==> config.mk <==
export PLATFORM = sky130hd
export DESIGN_NAME = hall_call_registrar
export DESIGN_NICKNAME = d
export VERILOG_FILES = /design/src/rtl/elevator_pkg.sv /design/src/rtl/hall_input_sync.sv /design/src/rtl/hall_call_registrar.sv
export SDC_FILE = /design/constraint.sdc
export NUM_CORES = 1
export LEC_CHECK = 0
export CORE_MARGIN = 2
export CORE_UTILIZATION = 55
export CTS_CLUSTER_SIZE = 8
export DETAILED_ROUTE_END_ITERATION = 8
export HOLD_SLACK_MARGIN = 0.15
export PLACE_DENSITY = 0.83
export SYNTH_ARGS = -nofsm -noshare
export SYNTH_HDL_FRONTEND = slang
export SYNTH_SLANG_ARGS = --single-unit
==> constraint.sdc <==
create_clock -name clk -period 2.9 [get_ports clk]
set_input_delay 0.58 -clock clk [delete_from_list [all_inputs] [get_ports clk]]
set_output_delay 0.58 -clock clk [all_outputs]
set_load 0.05 [all_outputs]
==> src/rtl/elevator_pkg.sv <==
// elevator_pkg: definitions shared by the hall-call registrar and its sub-blocks.
//   DIR_UP / DIR_DOWN  - encoding of the up_ndown direction bit.
//   floor_t            - floor index for the default 8-floor building.
//   hall_call_t        - {floor, up_ndown} pair describing one hall call.
//   dispatch_state_t   - states of the dispatcher-offer FSM.
//   dir_legal()        - rejects the impossible directions at the end floors.
`timescale 1ns/1ps
package elevator_pkg;

    localparam logic DIR_UP   = 1'b1;
    localparam logic DIR_DOWN = 1'b0;

    localparam int DEF_NUM_FLOORS = 8;
    localparam int DEF_FLOOR_W    = $clog2(DEF_NUM_FLOORS);

    typedef logic [DEF_FLOOR_W-1:0] floor_t;

    typedef struct packed {
        floor_t floor;
        logic   up_ndown;
    } hall_call_t;

    typedef enum logic [1:0] {
        ST_IDLE  = 2'd0,
        ST_SCAN  = 2'd1,
        ST_OFFER = 2'd2
    } dispatch_state_t;

    // The bottom floor can only call up and the top floor can only call down.
    function automatic logic dir_legal(input int floor_idx, input int num_floors,
                                       input logic up_ndown);
        logic ok;
        if (floor_idx == 0) begin
            ok = (up_ndown == DIR_UP);
        end else if (floor_idx == num_floors - 1) begin
            ok = (up_ndown == DIR_DOWN);
        end else begin
            ok = 1'b1;
        end
        return ok;
    endfunction

endpackage

==> src/rtl/hall_input_sync.sv <==
// hall_input_sync: brings one floor's button-panel request/direction pair into the
// clk domain and flags the request's rising edge.
//   clk, reset  - system clock, asynchronous active-low reset
//   req_async   - request level from the panel (asynchronous)
//   dir_async   - direction level from the panel (asynchronous)
//   rise        - one-cycle pulse on the synchronized request's rising edge
//   dir         - synchronized direction, aligned with rise
`timescale 1ns/1ps
module hall_input_sync (
    input  logic clk,
    input  logic reset,
    input  logic req_async,
    input  logic dir_async,
    output logic rise,
    output logic dir
);

    logic req_meta_r;
    logic req_sync_r;
    logic req_prev_r;
    logic dir_meta_r;
    logic dir_sync_r;

    // Two-flop synchronizers for request and direction plus the edge-history flop.
    always_ff @(posedge clk or negedge reset) begin
        if (!reset) begin
            req_meta_r <= 1'b0;
            req_sync_r <= 1'b0;
            req_prev_r <= 1'b0;
            dir_meta_r <= 1'b0;
            dir_sync_r <= 1'b0;
        end else begin
            req_meta_r <= req_async;
            req_sync_r <= req_meta_r;
            req_prev_r <= req_sync_r;
            dir_meta_r <= dir_async;
            dir_sync_r <= dir_meta_r;
        end
    end

    assign rise = req_sync_r & ~req_prev_r;
    assign dir  = dir_sync_r;

endmodule

==> src/rtl/hall_call_registrar.sv <==
// hall_call_registrar: registers hall calls from every floor, acknowledges them,
// drives the direction lamps and offers unassigned calls round-robin to the car
// dispatcher over a valid/ready handshake. Car service reports clear calls.
//   clk, reset                       - system clock, asynchronous active-low reset
//   hall_request / hall_up_ndown     - per-floor panel request and direction (async)
//   hall_ack                         - per-floor one-cycle acknowledge
//   lamp_up / lamp_down              - per-floor pending-call lamps
//   service_valid/_floor/_up_ndown   - car reports a call serviced
//   call_valid/_floor/_up_ndown      - call offered to the dispatcher
//   call_ready                       - dispatcher accepts the offered call
// Calls live in slots indexed 2*floor + up_ndown.
`timescale 1ns/1ps
module hall_call_registrar
    import elevator_pkg::*;
#(
    parameter int NUM_FLOORS = 8,
    parameter int FLOOR_W    = $clog2(NUM_FLOORS)
) (
    input  logic                  clk,
    input  logic                  reset,
    input  logic [NUM_FLOORS-1:0] hall_request,
    input  logic [NUM_FLOORS-1:0] hall_up_ndown,
    output logic [NUM_FLOORS-1:0] hall_ack,
    output logic [NUM_FLOORS-1:0] lamp_up,
    output logic [NUM_FLOORS-1:0] lamp_down,
    input  logic                  service_valid,
    input  logic [FLOOR_W-1:0]    service_floor,
    input  logic                  service_up_ndown,
    output logic                  call_valid,
    output logic [FLOOR_W-1:0]    call_floor,
    output logic                  call_up_ndown,
    input  logic                  call_ready
);

    localparam int NUM_SLOTS = 2 * NUM_FLOORS;
    localparam int SLOT_W    = FLOOR_W + 1;
    localparam logic [SLOT_W-1:0] LAST_SLOT = SLOT_W'(NUM_SLOTS - 1);

    logic [NUM_FLOORS-1:0] rise_s;
    logic [NUM_FLOORS-1:0] dir_s;
    logic [NUM_FLOORS-1:0] evt_legal_s;
    logic [NUM_FLOORS-1:0] svc_hit_s;
    logic [NUM_SLOTS-1:0]  set_mask_s;
    logic [NUM_SLOTS-1:0]  clr_mask_s;
    logic [NUM_SLOTS-1:0]  assign_mask_s;
    logic [NUM_SLOTS-1:0]  pending_next_s;
    logic [NUM_SLOTS-1:0]  assigned_next_s;
    logic [NUM_SLOTS-1:0]  avail_s;
    logic [NUM_FLOORS-1:0] lamp_up_next_s;
    logic [NUM_FLOORS-1:0] lamp_down_next_s;
    logic                  any_avail_s;
    logic                  ptr_hit_s;
    logic                  handshake_s;
    logic                  off_drop_s;
    logic [SLOT_W-1:0]     off_slot_s;
    logic [SLOT_W-1:0]     ptr_plus1_s;
    logic [SLOT_W-1:0]     off_plus1_s;
    logic [SLOT_W-1:0]     ptr_next_s;
    dispatch_state_t       state_next_s;
    logic                  call_valid_next_s;
    logic [FLOOR_W-1:0]    call_floor_next_s;
    logic                  call_up_next_s;

    logic [NUM_SLOTS-1:0]  pending_r;
    logic [NUM_SLOTS-1:0]  assigned_r;
    logic [NUM_FLOORS-1:0] hall_ack_r;
    logic [NUM_FLOORS-1:0] lamp_up_r;
    logic [NUM_FLOORS-1:0] lamp_down_r;
    logic [SLOT_W-1:0]     ptr_r;
    dispatch_state_t       state_r;
    logic                  call_valid_r;
    logic [FLOOR_W-1:0]    call_floor_r;
    logic                  call_up_r;

    for (genvar g = 0; g < NUM_FLOORS; g++) begin : gen_sync
        hall_input_sync u_sync (
            .clk       (clk),
            .reset     (reset),
            .req_async (hall_request[g]),
            .dir_async (hall_up_ndown[g]),
            .rise      (rise_s[g]),
            .dir       (dir_s[g])
        );
    end

    // Per-slot set (legal new call) and clear (service report) masks; an
    // out-of-range service floor matches no slot and is therefore ignored.
    always_comb begin
        evt_legal_s      = '0;
        svc_hit_s        = '0;
        set_mask_s       = '0;
        clr_mask_s       = '0;
        lamp_up_next_s   = '0;
        lamp_down_next_s = '0;
        for (int f = 0; f < NUM_FLOORS; f++) begin
            evt_legal_s[f]      = rise_s[f] & dir_legal(f, NUM_FLOORS, dir_s[f]);
            set_mask_s[2*f+1]   = evt_legal_s[f] & dir_s[f];
            set_mask_s[2*f]     = evt_legal_s[f] & ~dir_s[f];
            svc_hit_s[f]        = service_valid & (service_floor == FLOOR_W'(f));
            clr_mask_s[2*f+1]   = svc_hit_s[f] & service_up_ndown;
            clr_mask_s[2*f]     = svc_hit_s[f] & ~service_up_ndown;
            lamp_up_next_s[f]   = pending_next_s[2*f+1];
            lamp_down_next_s[f] = pending_next_s[2*f];
        end
    end

    // Clear has priority over a simultaneous set; duplicates leave state unchanged.
    assign pending_next_s  = (pending_r | set_mask_s) & ~clr_mask_s;
    assign assigned_next_s = (assigned_r | assign_mask_s) & ~clr_mask_s;

    // A slot being cleared this cycle is never picked for an offer.
    assign avail_s     = pending_r & ~assigned_r & ~clr_mask_s;
    assign any_avail_s = |avail_s;
    assign ptr_hit_s   = avail_s[ptr_r];
    assign off_slot_s  = {call_floor_r, call_up_r};
    assign ptr_plus1_s = (ptr_r == LAST_SLOT) ? {SLOT_W{1'b0}} : ptr_r + SLOT_W'(1);
    assign off_plus1_s = (off_slot_s == LAST_SLOT) ? {SLOT_W{1'b0}} : off_slot_s + SLOT_W'(1);
    assign handshake_s = (state_r == ST_OFFER) & call_valid_r & call_ready;
    assign off_drop_s  = (state_r == ST_OFFER) & (clr_mask_s[off_slot_s] | ~pending_r[off_slot_s]);

    // Call bookkeeping, acknowledge pulses and lamp registers.
    always_ff @(posedge clk or negedge reset) begin
        if (!reset) begin
            pending_r   <= '0;
            assigned_r  <= '0;
            hall_ack_r  <= '0;
            lamp_up_r   <= '0;
            lamp_down_r <= '0;
        end else begin
            pending_r   <= pending_next_s;
            assigned_r  <= assigned_next_s;
            hall_ack_r  <= evt_legal_s;
            lamp_up_r   <= lamp_up_next_s;
            lamp_down_r <= lamp_down_next_s;
        end
    end

    // Dispatch FSM state and scan pointer.
    always_ff @(posedge clk or negedge reset) begin
        if (!reset) begin
            state_r <= ST_IDLE;
            ptr_r   <= '0;
        end else begin
            state_r <= state_next_s;
            ptr_r   <= ptr_next_s;
        end
    end

    // Dispatch FSM next-state and pointer advance.
    always_comb begin
        state_next_s = state_r;
        ptr_next_s   = ptr_r;
        case (state_r)
            ST_IDLE: begin
                if (any_avail_s) begin
                    state_next_s = ST_SCAN;
                end else begin
                    state_next_s = ST_IDLE;
                end
            end
            ST_SCAN: begin
                if (!any_avail_s) begin
                    state_next_s = ST_IDLE;
                end else if (ptr_hit_s) begin
                    state_next_s = ST_OFFER;
                end else begin
                    ptr_next_s = ptr_plus1_s;
                end
            end
            ST_OFFER: begin
                if (handshake_s || off_drop_s) begin
                    state_next_s = ST_SCAN;
                    ptr_next_s   = off_plus1_s;
                end else begin
                    state_next_s = ST_OFFER;
                end
            end
            default: begin
                state_next_s = ST_IDLE;
                ptr_next_s   = '0;
            end
        endcase
    end

    // Dispatch FSM outputs: next offer fields and the assigned-bit update.
    always_comb begin
        call_valid_next_s = 1'b0;
        call_floor_next_s = call_floor_r;
        call_up_next_s    = call_up_r;
        assign_mask_s     = '0;
        case (state_r)
            ST_SCAN: begin
                if (any_avail_s && ptr_hit_s) begin
                    call_valid_next_s = 1'b1;
                    call_floor_next_s = ptr_r[SLOT_W-1:1];
                    call_up_next_s    = ptr_r[0];
                end else begin
                    call_valid_next_s = 1'b0;
                end
            end
            ST_OFFER: begin
                if (handshake_s) begin
                    assign_mask_s[off_slot_s] = 1'b1;
                    call_valid_next_s         = 1'b0;
                end else if (off_drop_s) begin
                    call_valid_next_s = 1'b0;
                end else begin
                    call_valid_next_s = 1'b1;
                end
            end
            default: begin
                call_valid_next_s = 1'b0;
            end
        endcase
    end

    // Registered offer outputs toward the dispatcher.
    always_ff @(posedge clk or negedge reset) begin
        if (!reset) begin
            call_valid_r <= 1'b0;
            call_floor_r <= '0;
            call_up_r    <= 1'b0;
        end else begin
            call_valid_r <= call_valid_next_s;
            call_floor_r <= call_floor_next_s;
            call_up_r    <= call_up_next_s;
        end
    end

    assign hall_ack      = hall_ack_r;
    assign lamp_up       = lamp_up_r;
    assign lamp_down     = lamp_down_r;
    assign call_valid    = call_valid_r;
    assign call_floor    = call_floor_r;
    assign call_up_ndown = call_up_r;

endmodule
==> metrics, run 1 <==
CORE AREA=6870 µm²; CTS clock-pin slew for the worst setup and hold paths=0.10 ns; Nets=481; Main synth FF type=dfrtp_1; antenna violations before repair=0; vias in the first global route=3295; clock root cell=clkbuf_8; Die H=88.9 µm; Static Leak=0.00238 µW; Pwr Density=747 nW/µm²; layout cells sized above 1=0.199; worst stage delay on the critical path=0.57 ns; Synth Register Bits=91; fin crit share=0.965; critical path type=flop to flop; Synth Area in Simple Gates=0.181; Fin. Hold Viols=0; CTS Hold Bufs=0; post-route ant nets=0; number of diodes=0; Syn Nets=384; Tightest Pin Transition=0.542 ns; Critical Path RT=3.20 ns; leading area contributor after synthesis=dfrtp_1; fillcell total=483; Area Growth Syn to Fin=31.4%; Avg Cell Area, Syn=11.3 µm²; Async S/R FF share, synth=1.00; post-DP HPWL=7.80 mm; Post-synth EDFFs=0; cells after synthesis=351; Post-Layout Cell Count=549; maxcap violations=0; Buf/Inv on CP=0; Reg2Reg Setup Slack=0.10 ns; placed cells=532; CTS tree=built; Max-slew headroom=0.638; Tot Pwr=3890 µW; crit path DAT=3.10 ns; Top-Level Pins=53; Final setup viols=0; CP max stage cell=mux4_1; Fmax=0.357 GHz; grt ovf=0; routed vias=3183; area share of the leading cell type in the synthesized netlist=0.575; final worst setup slack=0.102 ns; mux contribution to synthesized area=0.0398; wire length per cell=19.2 µm; status=complete, no violations; Die ar.=7900 µm²; Max Slew Vio Count=0; Compound-Gate Fraction of Synth Area=0.130; DRC=0; Die W=88.9 µm; CP Max Fanout=4; Worst setup EP type=flop; starting density of the core=0.577; Tmin final=2.80 ns; post-synthesis sequential area ratio=0.575; Crit path max-delay family=simple AND/OR/NAND/NOR gates; number of placement rows=30; Skew-Pair Late Insertion Delay=0.36 ns; Adder-Cell Fraction of Synth Area=0.0284; input/output buffers=52; final WL=10.6 mm; first-pass GRT wire length=16.7 mm; Final Skew=0.0118 ns; clock buffer depth=2; xor and xnor area share after synthesis=0.0111; routed vias/inst=5.80; worst slack, placed=-0.539 ns; critical path startpoint category=flop; CTS Sinks=91; main area contributors after synthesis=dfrtp_1 57%, nor2_1 4.5%, ha_1 2.8%; Post-Syn Area=3960 µm²; GRT Total Usage=0.290; HP Class=primary input to async pin; Synth Warn #=0; pin count of the biggest net entering global routing=52; Yosys cell types=63; H-Tree Depth=3; unrepaired setup endpoints after global routing=false; 1st-pass router iterations=4; worst hold slack=0.194 ns; cts bufs inserted=9; critical-path cell list=mux4_1 > mux2i_1 > o32ai_1 > nor3b_4 > or3_4 > o41a_1 > or4_1 > nand4_1; Starting DRT DRC Count=245; largest family of logic cells by synthesized area=simple AND/OR/NAND/NOR gates; peak supply drop=0.000594 V; Placer Congestion=0.954
## power breakdown
group | internal [µW] | switching [µW]
clock | 371 | 463
combinational | 657 | 881
sequential | 1390 | 129
total | 2420 | 1470
## path summary, 6_finish.rpt
path	start	end	cells past startpoint
max reg2reg	call_floor[0]	ptr_r[2]	8
min reg2reg	gen_sync[7].u_sync.dir_meta_r	gen_sync[7].u_sync.dir	0
min	reset	assigned_r[12]	1
min in group clk	gen_sync[7].u_sync.dir_meta_r	gen_sync[7].u_sync.dir	0
max in group asynchronous	reset	gen_sync[1].u_sync.req_prev_r	2
max	call_floor[0]	ptr_r[2]	8
## routing by layer
metal	GRT usage	up-vias	part of all wire
met5	0	-	0
met3	0.0765	32	0.057
li1	-	1443	-
met4	0.140	0	0.035
met2	0.450	126	0.49
met1	0.379	1582	0.42
## cells by family (layout without fill, tap and decap cells)
logic type,count (synthesis),count (layout)
and+or+nand+nor,129,129
DFF,91,91
AOI/OAI and AO/OA,76,76
buffers and inverters,32,134
adders and majority gates,9,9
muxes,9,9
xor gates and xnor gates,5,5
## cell usage in the layout (no fill, tap or decap), drive strengths merged, types with 4 or more instances in the layout
cell            n
dfrtp          91
buf            49
nor2           48
clkdlybuf4s50  46
a21oi          20
inv            20
nor2b          17
nand2          14
a31oi          14
clkbuf         11
o21ai          10
ha              9
nand3           9
nand2b          7
xor2            5
and3            4
mux4            4
nand4           4
o32ai           4
nor4            4
## layout make-up
class / count / area, µm² / area share
repair buffers: 100 / 917 / 0.176
flip-flops and latches: 91 / 2280 / 0.437
clock inverters: 5 / 45.0 / 0.00865
multi-input cells: 228 / 1630 / 0.313
well taps: 96 / 120 / 0.0231
clock buffers: 11 / 151 / 0.0291
inverters: 18 / 67.6 / 0.0130
## state kept, by name, indices dropped and copies added, names as in the netlist, 2 cells and up
register and flops:
gen_sync.u_sync.req_prev_r 8, state_r 2, ptr_r 4, gen_sync.u_sync.dir 8, call_floor 3, hall_ack 8
gen_sync.u_sync.req_sync_r 8, lamp_up 8, lamp_down 7, gen_sync.u_sync.dir_meta_r 8, gen_sync.u_sync.req_meta_r 8, assigned_r 16
## timing repair
item / 4_1_cts / 5_1_grt
endpoints found under the setup margin: 11 / 8
pin swaps: 1 / 3
resized for setup: 10 / 9
buffers inserted: 1 / 0
## stage by stage
stage / util / setup TNS [ns] / area, µm²
after floorplan: - / 0 / 3960
after global placement: 0.716 / -4.29 / 4920
after detailed placement: 0.716 / -4.87 / 4920
after CTS: 0.751 / 0 / 5160
after global routing: 0.758 / 0 / 5210
final: 0.758 / 0 / 5210
## cell usage after synthesis, types with 3 or more instances
library cell,count
o22ai_1,3
a31oi_1,14
nand2_1,14
nor4_1,4
mux2i_1,3
o32ai_1,4
ha_1,9
mux4_1,4
nand4_1,4
o21ai_0,6
clkbuf_1,4
nand3_1,8
a21oi_1,20
xor2_1,5
nor2b_1,17
nor2_1,47
buf_2,7
and2_1,3
dfrtp_1,91
inv_1,18
o2111ai_1,3
nand2b_1,6
and3_1,4
Power figures use the tool's default switching activity.
==> run 2: changes to the inputs <==
ABC_CLOCK_PERIOD_IN_PS = 2900   (was unset)
==> results of run 2 <==
The final DEF is identical to that of run 1; final timing and power are the same.
